## config.mk

```make
export PLATFORM = sky130hd
export DESIGN_NAME = rv32_hazard_ctrl
export DESIGN_NICKNAME = d
export VERILOG_FILES = /design/src/rtl/rv32_hazard_ctrl.sv
export SDC_FILE = /design/constraint.sdc
export NUM_CORES = 1
export LEC_CHECK = 0
export BUFFER_PORTS_ARGS = -buffer_cell sky130_fd_sc_hd__buf_4
export CORE_ASPECT_RATIO = 0.9
export CORE_MARGIN = 2
export CORE_UTILIZATION = 41
export DETAILED_ROUTE_END_ITERATION = 10
export GPL_TIMING_DRIVEN = 0
export MAX_ROUTING_LAYER = met4
export PLACE_DENSITY = 0.68
export SLEW_MARGIN = 20
export SYNTH_ARGS = -nofsm -noshare
export SYNTH_HDL_FRONTEND = slang
export SYNTH_SLANG_ARGS = --single-unit
```

## constraint.sdc

```tcl
create_clock -name clk -period 7.5 [get_ports clk]
set_clock_uncertainty 0.1 [all_clocks]
set_input_delay 0.375 -clock clk [delete_from_list [all_inputs] [get_ports clk]]
set_output_delay 0.375 -clock clk [all_outputs]
set_load 0.005 [all_outputs]
```

## src/rtl/rv32_hazard_ctrl.sv

```systemverilog
// Hazard, forwarding and freeze controller for the rv32 five-stage pipeline.
// Stall/bubble/flush/forward decisions are combinational; only perf counters and the watchdog are registered.
module rv32_hazard_ctrl #(
    parameter int unsigned REG_AW   = 5,
    parameter int unsigned NUM_SRC  = 2,
    parameter int unsigned FWD_EN   = 1,
    parameter int unsigned LOAD_LAT = 1,
    parameter int unsigned CNT_W    = 32,
    parameter int unsigned TIMEOUT  = 1024
) (
    input  logic                        clk,
    input  logic                        rst,
    input  logic [NUM_SRC*REG_AW-1:0]   id_rs,
    input  logic [NUM_SRC-1:0]          id_rs_used,
    input  logic [REG_AW-1:0]           id_ex_rd,
    input  logic [REG_AW-1:0]           ex_mem_rd,
    input  logic [REG_AW-1:0]           mem_wb_rd,
    input  logic                        id_ex_regwrite,
    input  logic                        ex_mem_regwrite,
    input  logic                        mem_wb_regwrite,
    input  logic                        id_ex_mem_read,
    input  logic                        ex_mem_mem_read,
    input  logic                        ex_busy,
    input  logic                        dmem_stall,
    input  logic                        ex_redirect,
    output logic                        pc_stall,
    output logic                        if_id_stall,
    output logic                        id_ex_stall,
    output logic                        ex_mem_stall,
    output logic                        if_id_flush,
    output logic                        id_ex_bubble,
    output logic                        ex_mem_bubble,
    output logic                        mem_wb_bubble,
    output logic [2*NUM_SRC-1:0]        forward_sel,
    output logic [2:0]                  hz_reason,
    output logic [CNT_W-1:0]            stall_cnt,
    output logic [CNT_W-1:0]            flush_cnt,
    output logic                        hang_err
);

    typedef enum logic [2:0] {
        HZ_RUN   = 3'd0,
        HZ_DATA  = 3'd1,
        HZ_FLUSH = 3'd2,
        HZ_BUSY  = 3'd3,
        HZ_MEM   = 3'd4
    } hz_e;

    typedef enum logic [1:0] {
        FWD_NONE = 2'b00,
        FWD_MEM  = 2'b01,
        FWD_WB   = 2'b10
    } fwd_e;

    localparam int unsigned FZ_W = (TIMEOUT > 1) ? $clog2(TIMEOUT + 1) : 1;
    localparam logic [FZ_W-1:0] FZ_MAX = FZ_W'(TIMEOUT);

    logic [NUM_SRC-1:0] m_ex;
    logic [NUM_SRC-1:0] m_mem;
    logic [NUM_SRC-1:0] src_haz;
    logic               data_haz;
    logic               freeze;
    hz_e                hz;
    logic [FZ_W-1:0]    fz_cnt;
    logic [FZ_W-1:0]    fz_nxt;

    // The register file is write-through, so a mem_wb producer never needs a bypass.
    logic unused_wb;
    assign unused_wb = ^{mem_wb_rd, mem_wb_regwrite};

    // Per-source producer matching, RAW hazard detection and bypass selection.
    always_comb begin
        logic [REG_AW-1:0] rs;
        logic              live;
        rs          = '0;
        live        = 1'b0;
        m_ex        = '0;
        m_mem       = '0;
        src_haz     = '0;
        forward_sel = '0;
        for (int unsigned k = 0; k < NUM_SRC; k++) begin
            rs       = id_rs[k*REG_AW +: REG_AW];
            live     = id_rs_used[k] && (rs != '0);
            m_ex[k]  = live && id_ex_regwrite  && (rs == id_ex_rd);
            m_mem[k] = live && ex_mem_regwrite && (rs == ex_mem_rd);
            if (FWD_EN != 0) begin
                src_haz[k] = (m_ex[k] && id_ex_mem_read) ||
                             ((LOAD_LAT >= 2) && m_mem[k] && ex_mem_mem_read);
            end else begin
                src_haz[k] = m_ex[k] || m_mem[k];
            end
            forward_sel[2*k +: 2] = FWD_NONE;
            if ((FWD_EN != 0) && !src_haz[k]) begin
                if (m_ex[k]) begin
                    forward_sel[2*k +: 2] = FWD_MEM;
                end else if (m_mem[k]) begin
                    forward_sel[2*k +: 2] = FWD_WB;
                end
            end
        end
    end

    assign data_haz = |src_haz;
    assign freeze   = dmem_stall | ex_busy;

    // Freezes outrank a redirect: EX is held, so the redirect is seen again once unfrozen.
    always_comb begin
        pc_stall      = 1'b0;
        if_id_stall   = 1'b0;
        id_ex_stall   = 1'b0;
        ex_mem_stall  = 1'b0;
        if_id_flush   = 1'b0;
        id_ex_bubble  = 1'b0;
        ex_mem_bubble = 1'b0;
        mem_wb_bubble = 1'b0;
        hz            = HZ_RUN;
        if (dmem_stall) begin
            hz            = HZ_MEM;
            pc_stall      = 1'b1;
            if_id_stall   = 1'b1;
            id_ex_stall   = 1'b1;
            ex_mem_stall  = 1'b1;
            mem_wb_bubble = 1'b1;
        end else if (ex_busy) begin
            hz            = HZ_BUSY;
            pc_stall      = 1'b1;
            if_id_stall   = 1'b1;
            id_ex_stall   = 1'b1;
            ex_mem_bubble = 1'b1;
        end else if (ex_redirect) begin
            hz            = HZ_FLUSH;
            if_id_flush   = 1'b1;
            id_ex_bubble  = 1'b1;
        end else if (data_haz) begin
            hz            = HZ_DATA;
            pc_stall      = 1'b1;
            if_id_stall   = 1'b1;
            id_ex_bubble  = 1'b1;
        end
    end

    assign hz_reason = hz;

    always_ff @(posedge clk) begin
        if (rst) begin
            stall_cnt <= '0;
            flush_cnt <= '0;
        end else begin
            if (pc_stall && (stall_cnt != '1)) begin
                stall_cnt <= stall_cnt + 1'b1;
            end
            if (if_id_flush && (flush_cnt != '1)) begin
                flush_cnt <= flush_cnt + 1'b1;
            end
        end
    end

    always_comb begin
        fz_nxt = '0;
        if ((TIMEOUT != 0) && freeze) begin
            fz_nxt = (fz_cnt == FZ_MAX) ? fz_cnt : fz_cnt + 1'b1;
        end
    end

    always_ff @(posedge clk) begin
        if (rst) begin
            fz_cnt   <= '0;
            hang_err <= 1'b0;
        end else begin
            fz_cnt <= fz_nxt;
            if ((TIMEOUT != 0) && freeze && (fz_nxt == FZ_MAX)) begin
                hang_err <= 1'b1;
            end
        end
    end

endmodule

```

== After elaboration in Yosys (flattened, before gate mapping) ==
Index checks and enable logic that the tools add are counted.
Word-level totals
  bits in latches: 0
  memories: 0
  logic and storage cells: 60
  RAM bits: 0
  output and inout port bits: 80
  bits in read-only memories: 0
  register bits: 76
  input port bits: 37
Cells by class
  divide/modulo/power cells: 0
  add/sub/neg operators: 3
  muxes and demuxes: 26
  order comparisons: 0
  $mul: 0
  bitwise gates (word level): 1
  shift-type cells: 0
  reduce and logical (&&, ||, !) cells: 18
  equal/unequal tests: 8
Operators with widths (number)
  $add 32x1->32 const B: 2
  $ne 32x32->1 const B: 2
  $eq 11x11->1 const B: 2
  $mux 11: 2
  $eq 5x5->1: 4
  $mux 2: 8
  $logic_and 1x1->1: 15
  $mux 1: 15
  $add 11x1->11 const B: 1
  $reduce_bool 5->1: 2
  $mux 3: 1
  $reduce_or 2->1: 1
  $or 1x1->1: 1

== Longest topological paths before layout ==
  word-level depth: 11
  gate-level depth with buffers: 10
  gate-level depth less buffers: 9

== Worst setup path after synthesis ==
No wires, ideal clock.
  path kind: input to register
  start: input port id_rs[1]
  end: register stall_cnt[20]
  stages on the path: 9
  setup slack: 4.952 ns
  path buffers: 2
  arrival: 2.327 ns
  cell sequence: or4_2 -> o21ai_0 -> nand4b_1 -> a211o_1 -> buf_6 -> a21oi_1 -> buf_2 -> nand4_1 -> mux2_2
Between the ends
  longest elaborated chain between the ends: 11
  elaborated cells on any way between the ends: 12
  classes of those cells: 1 x eq/ne; 4 x mux; 7 x reduce/logical
RTL lines
  start: declaration: RTL line 13  | input logic [NUM_SRC*REG_AW-1:0] id_rs,
  $reduce_bool 5->1: RTL line 83  | live = id_rs_used[k] && (rs != '0);
  $logic_and 1x1->1: RTL line 83
  $logic_and 1x1->1: RTL line 84  | m_ex[k] = live && id_ex_regwrite && (rs == id_ex_rd);
  $logic_and 1x1->1 *: RTL line 84
  $logic_and 1x1->1 *: RTL line 87  | src_haz[k] = (m_ex[k] && id_ex_mem_read) ||
  $reduce_or 2->1 *: RTL line 103  | assign data_haz = |src_haz;
  $mux 1 *: RTL line 134  | end else if (data_haz) begin
  $mux 1 *: RTL line 130  | end else if (ex_redirect) begin
  $mux 1 *: RTL line 124  | end else if (ex_busy) begin
  $mux 1 *: RTL line 117  | if (dmem_stall) begin
  $logic_and 1x1->1 *: RTL line 149  | if (pc_stall && (stall_cnt != '1)) begin
  end signal: assignment: RTL line 150  | stall_cnt <= stall_cnt + 1'b1;
  end: declaration: RTL line 36  | output logic [CNT_W-1:0] stall_cnt,
Every way passes the cells marked *; elsewhere a longest branch is shown, timed or not.
A chain may end at the register's enable or synchronous reset.

== Worst setup path after layout ==
  start: register stall_cnt[8]
  end: register stall_cnt[22]
Between the ends
  longest elaborated chain between the ends: 2
  elaborated cells on any way between the ends: 3
  classes of those cells: 1 x add/sub; 1 x eq/ne; 1 x reduce/logical
RTL lines
  parallel branches: the longest is 2 deep, another holds $add 32x1->32
Several ways; the timed one is not identified.

==> summary.txt <==
status = completed
Setup crit end kind = register
dominant delay contributor by cell family on the critical path = simple AND/OR/NAND/NOR gates
max_slew headroom = 0.354
LEAKAGE = 2.12 nW
worst hold margin = 385 ps
worst-path maximum fanout = 10
post-synth cell types = 44
Longest Clk Path Bufs = 2
Crit Path Class = register to register
Num Clock Sinks = 76
TritonCTS buffer count = 9
post-cts resize count = 0
DRT iter0 DRCs = 249
Synth top area share = 0.372
Port Buffers = 108
Fmax achieved = 0.330 GHz
PwrDens = 150 nW/um2
final total power = 0.786 mW
# DRC = 0
# diodes = 0
vias in the first global route = 3,667
# hold bufs at CTS = 0
initial antenna violation count = 0
Startpoint Class = register
GR Overflow Total = 0
largest area contributor in the netlist = dfxtp_1
Final ANT Viol Nets = 0
flops & latches, synth = 76
most common cell in the synthesized netlist = nor2_1
DP Cell Count = 730
Hold WC Path Type = register to register
Skew-Pair Late Insertion Delay = 360 ps
M1 GR Usage = 0.277
Crit path largest cell delay = 620 ps
initial cell density of the core = 0.422
Final Non-Filler Cells = 745
Via Count = 3,962
VDD IR max = 105 uV
H-tree levels = 3
WHS Path Cells = 2
Max Slew Vio Count = 0
Clock Pin Slew Worst Setup and Hold Paths = 80 ps
DRT Wirelength = 10,900 um
EDFF count, synth = 0
cell area after synthesis = 4090 um2
commonest cells in the netlist = nor2_1, dfxtp_1, xor2_1
Synth Flop Type = dfxtp_1
worst r2r src = stall_cnt[8]$_SDFFE_PP0P_
crit path DAT = 3190 ps
crit path from = stall_cnt[8]$_SDFFE_PP0P_
dominant cells by area after synthesis = dfxtp_1, xor2_1, nor2_1
ys async rst share = 0
endpoints failing setup = 0
CP Depth = 8
TritonRoute pass-1 iters = 5
DIE AREA = 10,800 um2
detailed-placement wirelength estimate = 8050 um
cells along the critical path = and4_1, nand3_2, nor4_1, nor3b_2, a21oi_1, buf_2, nand4_1, mux2_2
layout cells sized above 1 = 0.241
WP data required = 7660 ps
Fillers = 909
Layout Area Growth over Synthesis = 28.1%
slowest cell on the critical path = nor4_1
Tmin final = 3030 ps
per-cell routed wire length = 14.6 um
largest net degree at the start of global routing = 13
Mapped Cells = 496
Syn Area/Cell = 8.25 um2
met2 Use GR = 0.330
Root Driver = clkbuf_8
Buf/Inv on CP = 1
Yosys Warn Count = 0
global-route layer with the greatest usage = met2
nets = 656
gr usage total = 0.212
# IOs = 117
first-pass GRT wire length = 17,800 um
Via density = 5.32
die height = 98.8 um
Final Cycle Share = 0.404
post-CTS setup buffer count = 0
Placed Area = 5060 um2
met3 usage = 0.0450
number of hold violations in the final report = 0
Hold Startpoint = hang_err$_SDFFE_PP0P_
total of max-cap violations = 0
unrepaired setup endpoints after global routing = false
area of the core = 9700 um2
reg2reg path depth = 8
final setup TNS = 0 ps
routability cong. = 0.895
register area share after synthesis = 0.372
site row count = 34
Die X = 109 um
synthesized netlist net count = 537
CTS tree = yes
design area = 5250 um2
Worst Max-Slew Pin Slew = 961 ps
[per-layer routing]
metal	wire length, um	vias to the layer above	share of wire
met3	617	8	0.057
met2	5220	93	0.48
li1	-	1975	-
met5	0	-	0
met1	4980	1886	0.46
met4	91	0	0.0083
[worst reg2reg max path, cell delays in order (launching register included)]
cell	delay, ps
dfxtp_1	430
and4_1	290
nand3_2	180
nor4_1	620
nor3b_2	410
a21oi_1	140
buf_2	270
nand4_1	150
mux2_2	340
[state kept, by name (all words and copies together) (netlist names)]
name       count
fz_cnt        11
stall_cnt     32
hang_err       1
flush_cnt     32
[logic make-up (layout without fill, tap and decap cells)]
kind of cell	count (synthesis)	after routing	share of synthesized area
compound gates	49	49	0.0727
mux	15	15	0.0410
fa+ha+maj	4	4	0.0122
buf+inv	38	161	0.0434
flops	76	76	0.372
simple gates	250	250	0.322
xor+xnor	64	64	0.137
[final cells by class]
class	count	area [um2]	area share
multi-input combinational	382	2390	0.457
sequential	76	1520	0.290
timing repair buffer	108	811	0.155
tap	126	158	0.0301
clock buffer	11	131	0.0250
buffer	24	125	0.0239
inverter	14	52.6	0.0100
clock inverter	4	51.3	0.00978
[path summary, 6_finish.rpt]
check        slack (ps)                          to
min                 390       hang_err$_SDFFE_PP0P_
min reg2reg         390       hang_err$_SDFFE_PP0P_
max                4470  stall_cnt[22]$_SDFFE_PP0P_
max reg2reg        4470  stall_cnt[22]$_SDFFE_PP0P_
[placed cells by master (no fill, tap or decap), drive strengths merged, types with 4 or more instances in the layout]
| cell type | n |
|---|---|
| inv | 14 |
| o21ai | 7 |
| nor4 | 8 |
| or3 | 7 |
| buf | 117 |
| clkbuf | 26 |
| and3 | 19 |
| or4 | 13 |
| nor3 | 7 |
| mux2 | 14 |
| o31ai | 8 |
| xnor2 | 22 |
| and4 | 5 |
| a21oi | 23 |
| nor3b | 5 |
| nand3 | 33 |
| dfxtp | 76 |
| nand4 | 26 |
| xor2 | 42 |
| nor2b | 15 |
| nor2 | 83 |
| nand2 | 20 |
| ha | 4 |
[per-stage QoR]
stage               utilization  setup slack [ps]
finish                    0.541              4470
global route              0.541              4270
CTS                       0.541              4520
detailed placement        0.522              4460
global placement          0.522              4490
floorplan                     -              4950
[power breakdown]
part	total, mW	internal [mW]	switching (mW)
combinational	0.0686	0.0326	0.0360
sequential	0.410	0.406	0.00390
clock	0.307	0.152	0.155
No activity file was read; power rests on OpenSTA's default activity.
